===== src/rtl/vga_timing_gen.sv =====
// vga_timing_gen
//   640x480@60 VGA raster timing generator running on the pixel clock.
//   The raster stays idle until the MMCM lock has been seen continuously
//   high for LOCK_WAIT synchronized samples. Any loss of lock drops the
//   raster straight back to idle.
//
// Ports
//   clk_in1     in   pixel clock, rising edge
//   reset       in   synchronous, active-high reset
//   locked      in   MMCM lock status (asynchronous, synchronized here)
//   hsync       out  horizontal sync, active level SYNC_POL
//   vsync       out  vertical sync, active level SYNC_POL
//   video_on    out  pixel is inside the visible region
//   pixel_x     out  horizontal count, 0..H_TOTAL-1
//   pixel_y     out  vertical count, 0..V_TOTAL-1
//   line_start  out  one-cycle pulse at pixel_x == 0 while running
//   frame_start out  one-cycle pulse at (0,0) while running
//   running     out  raster is active
//
// States
//   state      | meaning
//   WAIT_LOCK  | raster idle, qualifying lock (lock_cnt counts lk_s highs)
//   RUN        | raster counting, outputs decoded from the counters
module vga_timing_gen #(
  parameter int   H_ACTIVE  = 640,
  parameter int   H_FP      = 16,
  parameter int   H_SYNC    = 96,
  parameter int   H_BP      = 48,
  parameter int   V_ACTIVE  = 480,
  parameter int   V_FP      = 10,
  parameter int   V_SYNC    = 2,
  parameter int   V_BP      = 33,
  parameter logic SYNC_POL  = 1'b0,
  parameter int   LOCK_WAIT = 16
) (
  input  logic       clk_in1,
  input  logic       reset,
  input  logic       locked,
  output logic       hsync,
  output logic       vsync,
  output logic       video_on,
  output logic [9:0] pixel_x,
  output logic [9:0] pixel_y,
  output logic       line_start,
  output logic       frame_start,
  output logic       running
);

  localparam int H_TOTAL = H_ACTIVE + H_FP + H_SYNC + H_BP;
  localparam int V_TOTAL = V_ACTIVE + V_FP + V_SYNC + V_BP;

  localparam logic [9:0] H_MAX      = 10'(H_TOTAL - 1);
  localparam logic [9:0] V_MAX      = 10'(V_TOTAL - 1);
  localparam logic [9:0] H_VIS      = 10'(H_ACTIVE);
  localparam logic [9:0] V_VIS      = 10'(V_ACTIVE);
  localparam logic [9:0] HS_FIRST   = 10'(H_ACTIVE + H_FP);
  localparam logic [9:0] HS_LAST    = 10'(H_ACTIVE + H_FP + H_SYNC - 1);
  localparam logic [9:0] VS_FIRST   = 10'(V_ACTIVE + V_FP);
  localparam logic [9:0] VS_LAST    = 10'(V_ACTIVE + V_FP + V_SYNC - 1);

  // lock_cnt only needs to reach LOCK_WAIT-1
  localparam int LCW = (LOCK_WAIT > 1) ? $clog2(LOCK_WAIT) : 1;
  localparam logic [LCW-1:0] LOCK_LAST = LCW'(LOCK_WAIT - 1);

  typedef enum logic {
    WAIT_LOCK = 1'b0,
    RUN       = 1'b1
  } state_e;

  state_e         state_q, state_d;
  logic [LCW-1:0] lock_cnt_q, lock_cnt_d;
  logic           lk_meta_q, lk_s_q;
  logic [9:0]     x_q, x_d;
  logic [9:0]     y_q, y_d;
  logic           hsync_q, hsync_d;
  logic           vsync_q, vsync_d;
  logic           video_on_q, video_on_d;
  logic           line_start_q, line_start_d;
  logic           frame_start_q, frame_start_d;
  logic           running_q, running_d;

  always_comb begin
    state_d    = state_q;
    lock_cnt_d = lock_cnt_q;
    x_d        = x_q;
    y_d        = y_q;

    unique case (state_q)
      WAIT_LOCK: begin
        x_d = '0;
        y_d = '0;
        if (lk_s_q) begin
          if (lock_cnt_q == LOCK_LAST) begin
            state_d    = RUN;
            lock_cnt_d = '0;
          end else begin
            lock_cnt_d = lock_cnt_q + 1'b1;
          end
        end else begin
          lock_cnt_d = '0;
        end
      end
      RUN: begin
        if (!lk_s_q) begin
          // lock lost: abandon the frame immediately
          state_d    = WAIT_LOCK;
          lock_cnt_d = '0;
          x_d        = '0;
          y_d        = '0;
        end else if (x_q == H_MAX) begin
          x_d = '0;
          y_d = (y_q == V_MAX) ? 10'd0 : y_q + 10'd1;
        end else begin
          x_d = x_q + 10'd1;
        end
      end
      default: begin
        state_d    = WAIT_LOCK;
        lock_cnt_d = '0;
        x_d        = '0;
        y_d        = '0;
      end
    endcase

    // Decode from the next-count values so registered outputs line up
    // with the registered counters.
    running_d     = (state_d == RUN);
    hsync_d       = (running_d && x_d >= HS_FIRST && x_d <= HS_LAST) ? SYNC_POL : ~SYNC_POL;
    vsync_d       = (running_d && y_d >= VS_FIRST && y_d <= VS_LAST) ? SYNC_POL : ~SYNC_POL;
    video_on_d    = running_d && (x_d < H_VIS) && (y_d < V_VIS);
    line_start_d  = running_d && (x_d == 10'd0);
    frame_start_d = running_d && (x_d == 10'd0) && (y_d == 10'd0);
  end

  always_ff @(posedge clk_in1) begin
    if (reset) begin
      state_q       <= WAIT_LOCK;
      lock_cnt_q    <= '0;
      lk_meta_q     <= 1'b0;
      lk_s_q        <= 1'b0;
      x_q           <= '0;
      y_q           <= '0;
      hsync_q       <= ~SYNC_POL;
      vsync_q       <= ~SYNC_POL;
      video_on_q    <= 1'b0;
      line_start_q  <= 1'b0;
      frame_start_q <= 1'b0;
      running_q     <= 1'b0;
    end else begin
      lk_meta_q     <= locked;
      lk_s_q        <= lk_meta_q;
      state_q       <= state_d;
      lock_cnt_q    <= lock_cnt_d;
      x_q           <= x_d;
      y_q           <= y_d;
      hsync_q       <= hsync_d;
      vsync_q       <= vsync_d;
      video_on_q    <= video_on_d;
      line_start_q  <= line_start_d;
      frame_start_q <= frame_start_d;
      running_q     <= running_d;
    end
  end

  assign hsync       = hsync_q;
  assign vsync       = vsync_q;
  assign video_on    = video_on_q;
  assign pixel_x     = x_q;
  assign pixel_y     = y_q;
  assign line_start  = line_start_q;
  assign frame_start = frame_start_q;
  assign running     = running_q;

endmodule


===== config.mk =====
export PLATFORM = sky130hd
export DESIGN_NAME = vga_timing_gen
export DESIGN_NICKNAME = d
export VERILOG_FILES = /design/src/rtl/vga_timing_gen.sv
export SDC_FILE = /design/constraint.sdc
export NUM_CORES = 1
export LEC_CHECK = 0
export CORE_MARGIN = 2
export CORE_UTILIZATION = 30
export DETAILED_ROUTE_END_ITERATION = 10
export PLACE_DENSITY = 0.49
export SYNTH_ARGS = -nofsm -noshare
export SYNTH_HDL_FRONTEND = slang
export SYNTH_SLANG_ARGS = --single-unit

===== constraint.sdc =====
create_clock -name clk_in1 -period 2.01 [get_ports clk_in1]
set_input_delay 0.402 -clock clk_in1 [delete_from_list [all_inputs] [get_ports clk_in1]]
set_output_delay 0.402 -clock clk_in1 [all_outputs]
set_load 0.02 [all_outputs]

==> impl_summary.txt <==
----------------------------------------------------
[Die]
  Initial standard-cell utilization of the core ... 31.5%
  Die footprint ... 6510 um2
  Horiz. Die Dim ... 80.7 um
  Height of the die ... 80.7 um
  Site row count ... 27
  Core area ... 5610 um2
  Number of top-level design ports ... 29

[Worst setup path]
  Crit. Startpoint ... pixel_x[0]
  Kind of critical path ... reg -> reg
  Worst-path fanout max ... 6
  Worst path arrival time ... 2.19 ns
  Kind of end point of the critical path ... flip-flop
  Startpoint class of the critical path ... flip-flop
  R2R Path Start ... pixel_x[0]
  Worst path required time ... 2.21 ns

[Drt]
  Antenna Nets Post-Route ... 0
  Number of vias after detailed routing ... 1,705
  DRC violations left ... 0
  Post-detailed-route via-to-cell ratio ... about 5
  Routed wirelength normalized by instance count ... 13.8 um
  Iteration-0 DRC Markers ... 96
  Sum of routed wire length over all layers ... 4740 um
  Number of detailed-route iterations in the first pass ... 5

[Clock network]
  Clock latency at the later pin of the worst-skew pair ... 0.28 ns
  Worst-path clk slew ... 0.07 ns
  Clock net sink count ... 32
  Number of buffers created by CTS ... 5
  Clk buf depth ... 2
  Clock tree from TritonCTS ... built
  H-tree levels ... 2
  Clock Tree Root ... clkbuf_8
  Hold-fix buffers, CTS ... 0

[Global routing]
  Vias in the first global route ... roughly 1,600
  Maximum number of pins on one net before global-route repair ... 12
  Number of antenna violations at the first check in global routing ... 0
  Overall track demand over capacity in global routing ... 15.6%
  Wire length of the first global-routing pass ... around 7700 um
  Global-route congestion overflow total ... 0

[Status]
  Outcome ... finished clean

[Logic synthesis]
  Async set or reset register ratio after synthesis ... 0%
  Post-Synthesis Cells ... 218
  Avg Synthesized Cell Area ... roughly 8.1 um2
  Nets in the synthesized netlist ... 225
  Number of enable flip-flop cells after synthesis ... 0
  Share of synthesized area occupied by flip-flops and latches ... 36.3%
  Dominant synthesized flop cell ... dfxtp_1
  Number of synthesized register bits ... 32
  Area of the mapped netlist ... 1770 um2
  Yosys warning count ... 0
  Unique masters post-synth ... between 40 and 50

[Pwr]
  Clock network power share ... 49.1%
  Proportion of total power due to net switching ... 20.7%
  Static power due to leakage ... 0.906 nW
  VDD IR-drop max ... 277 uV
  PwrDens ... 502 nW/um2
  Sequential power share ... ~50%
  Cell Int Power ... a little over 0.001 W
  Part of the total power dissipated in combinational logic ... 1.1%
  NetSw ... about 0.00026 W

[Finish]
  Area growth from synthesis to final layout ... 43.7%
  Area used by sequential logic in the layout ... 651 um2
  Filler Cells Inserted ... 576
  Design area ... 2540 um2
  Core occupancy in the finished layout ... 45.2%
  Final #Nets ... 278
  Antenna diode instance count ... 0
  Fraction of layout cells with a size suffix above 1 ... 22.1%
  Area of combinational cells with multiple inputs ... 1140 um2

[Run]
  Number of violations of the max-capacitance limit ... 0

[Timing]
  Worst-Margin Slew ... 0.394 ns
  Final Critical Period ... 2.00 ns
  Number of pins exceeding their max-slew limit in the final report ... 0
  Relative max-transition margin ... 73.6%
  Final number of setup-violating endpoints ... 0
  Final Hold Viols ... 0
  Achievable clock frequency ... 501 MHz
  Worst hold slack ... 0.442 ns
  Final worst path period share ... 99.3%
  RSZ-0062 raised after global routing ... yes
  Worst setup skew after layout ... 0.00350 ns
  Post-Route Setup TNS ... 0 ns

[Placement]
  Routability cong. ... 0.800
  Post-DP Area ... 2340 um2
  Number of buffers inserted by port buffering ... 28
  Sum of net half-perimeters after detailed placement ... 3630 um

[Worst hold path]
  Worst hold path type ... reg -> reg
  Startpoint of the tightest hold check path ... lk_meta_q

----------------------------------------------------
synthesized netlist by cell type, types with 2 or more instances:
| library cell | number | area, um2 |
|---|---|---|
| a211o_1 | 2 | 17.5 |
| a21oi_1 | 11 | 55.1 |
| a311oi_1 | 2 | 17.5 |
| a31oi_1 | 4 | 25.0 |
| and2_1 | 2 | 12.5 |
| and3_1 | 5 | 31.3 |
| buf_2 | 7 | 35.0 |
| clkbuf_1 | 5 | 18.8 |
| dfxtp_1 | 32 | 641 |
| ha_1 | 4 | 50.1 |
| inv_1 | 7 | 26.3 |
| mux2i_1 | 3 | 30.0 |
| nand2_1 | 15 | 56.3 |
| nand2b_1 | 5 | 31.3 |
| nand3_1 | 13 | 65.1 |
| nand4_1 | 4 | 25.0 |
| nand4b_1 | 3 | 26.3 |
| nor2_1 | 30 | 113 |
| nor2b_1 | 3 | 18.8 |
| nor3_1 | 6 | 30.0 |
| nor4_1 | 4 | 25.0 |
| o211ai_1 | 2 | 15.0 |
| o21ai_0 | 7 | 35.0 |
| or2_2 | 3 | 18.8 |
| or3_1 | 2 | 12.5 |
| xnor2_1 | 11 | 96.3 |
| xor2_1 | 9 | 78.8 |
cells by family after synthesis:
group                    Yosys count  synth area share, %
AND/OR/NAND/NOR                  101                 29.8
multiplexers                       4                 2.34
adder cells (fa/ha/maj)            4                 2.83
AO/OA/AOI/OAI                     37                 14.0
buffers and inverters             20                 4.82
flip-flops                        32                 36.3
XOR/XNOR                          20                 9.92
per-stage QoR:
stage	total power [W]	instances	worst slack, ns
floorplan	0.000654	218	0.00532
global placement	0.000663	334	-0.000750
detailed placement	0.000664	334	-0.0280
CTS	0.00129	344	0.0111
global route	0.00132	344	-0.0720
finish	0.00127	344	0.0145
worst max-delay path, cell delays in order (launching register included):
cell and delay (ns):
dfxtp_4 0.36, ha_4 0.14, nand4_4 0.17, or3_4 0.42
a21o_1 0.19, a221oi_2 0.27, nand4b_1 0.14, a311oi_1 0.22
worst paths after layout:
check	endpoint	slack (ns)	cells after the start
max	frame_start	0.01	7
min	lk_s_q	0.44	1
max reg2reg	frame_start	0.01	7
min reg2reg	lk_s_q	0.44	1
power groups by stage:
stage | sequential [W] | combinational, W | clock, W
after global placement | 0.000650 | 0.0000136 | 0
after global routing | 0.000635 | 0.0000150 | 0.000675
after floorplan | 0.000649 | 0.00000442 | 0
final | 0.000635 | 0.0000134 | 0.000624
after CTS | 0.000635 | 0.0000138 | 0.000644
after detailed placement | 0.000650 | 0.0000138 | 0
metal layers:
layer | part of all wire, % | up-vias | track usage, % | routed length [um]
li1 | - | 875 | - | -
met1 | 48 | 796 | 20.4 | 2300
met2 | 47 | 29 | 25.6 | 2240
met3 | 3.1 | 5 | 2.81 | 147
met4 | 1.3 | 0 | 6.10 | 61
met5 | 0 | - | 0 | 0
cells in the final DEF, fill, tap and decap left out, types with 2 or more instances in the layout:
master / instances
mux2i_1: 3
clkbuf_8: 5
nor2_1: 30
a21oi_1: 10
nand2b_1: 5
a211o_1: 2
nor4_1: 2
or2_2: 3
dfxtp_2: 2
inv_1: 7
ha_1: 3
clkdlybuf4s50_1: 28
nor2b_1: 3
nand4_1: 4
nand2_1: 15
a311oi_1: 2
o211ai_1: 2
dfxtp_4: 2
and2_1: 2
nand3_1: 13
a31oi_1: 4
and3_1: 5
dfxtp_1: 28
nor3_1: 4
xnor2_1: 10
nand4b_1: 3
or3_1: 2
xor2_1: 8
o21ai_0: 7
nor4_4: 2
buf_4: 30
what timing repair did:
action | in CTS | in global routing
cloned | 0 | 0
setup buffers | 2 | 0
setup endpoints to repair | 3 | 7
pin swaps | 0 | 6
resized for setup | 2 | 12
cell type report:
| class | count | area share (%) |
|---|---|---|
| clock inverters | 3 | 1.68 |
| multi-input cells | 166 | 45.0 |
| well taps | 72 | 3.55 |
| flip-flops and latches | 32 | 25.6 |
| repair buffers | 59 | 20.4 |
| clock buffers | 5 | 2.71 |
| inverters | 7 | 1.04 |
Power figures use the tool's default switching activity.
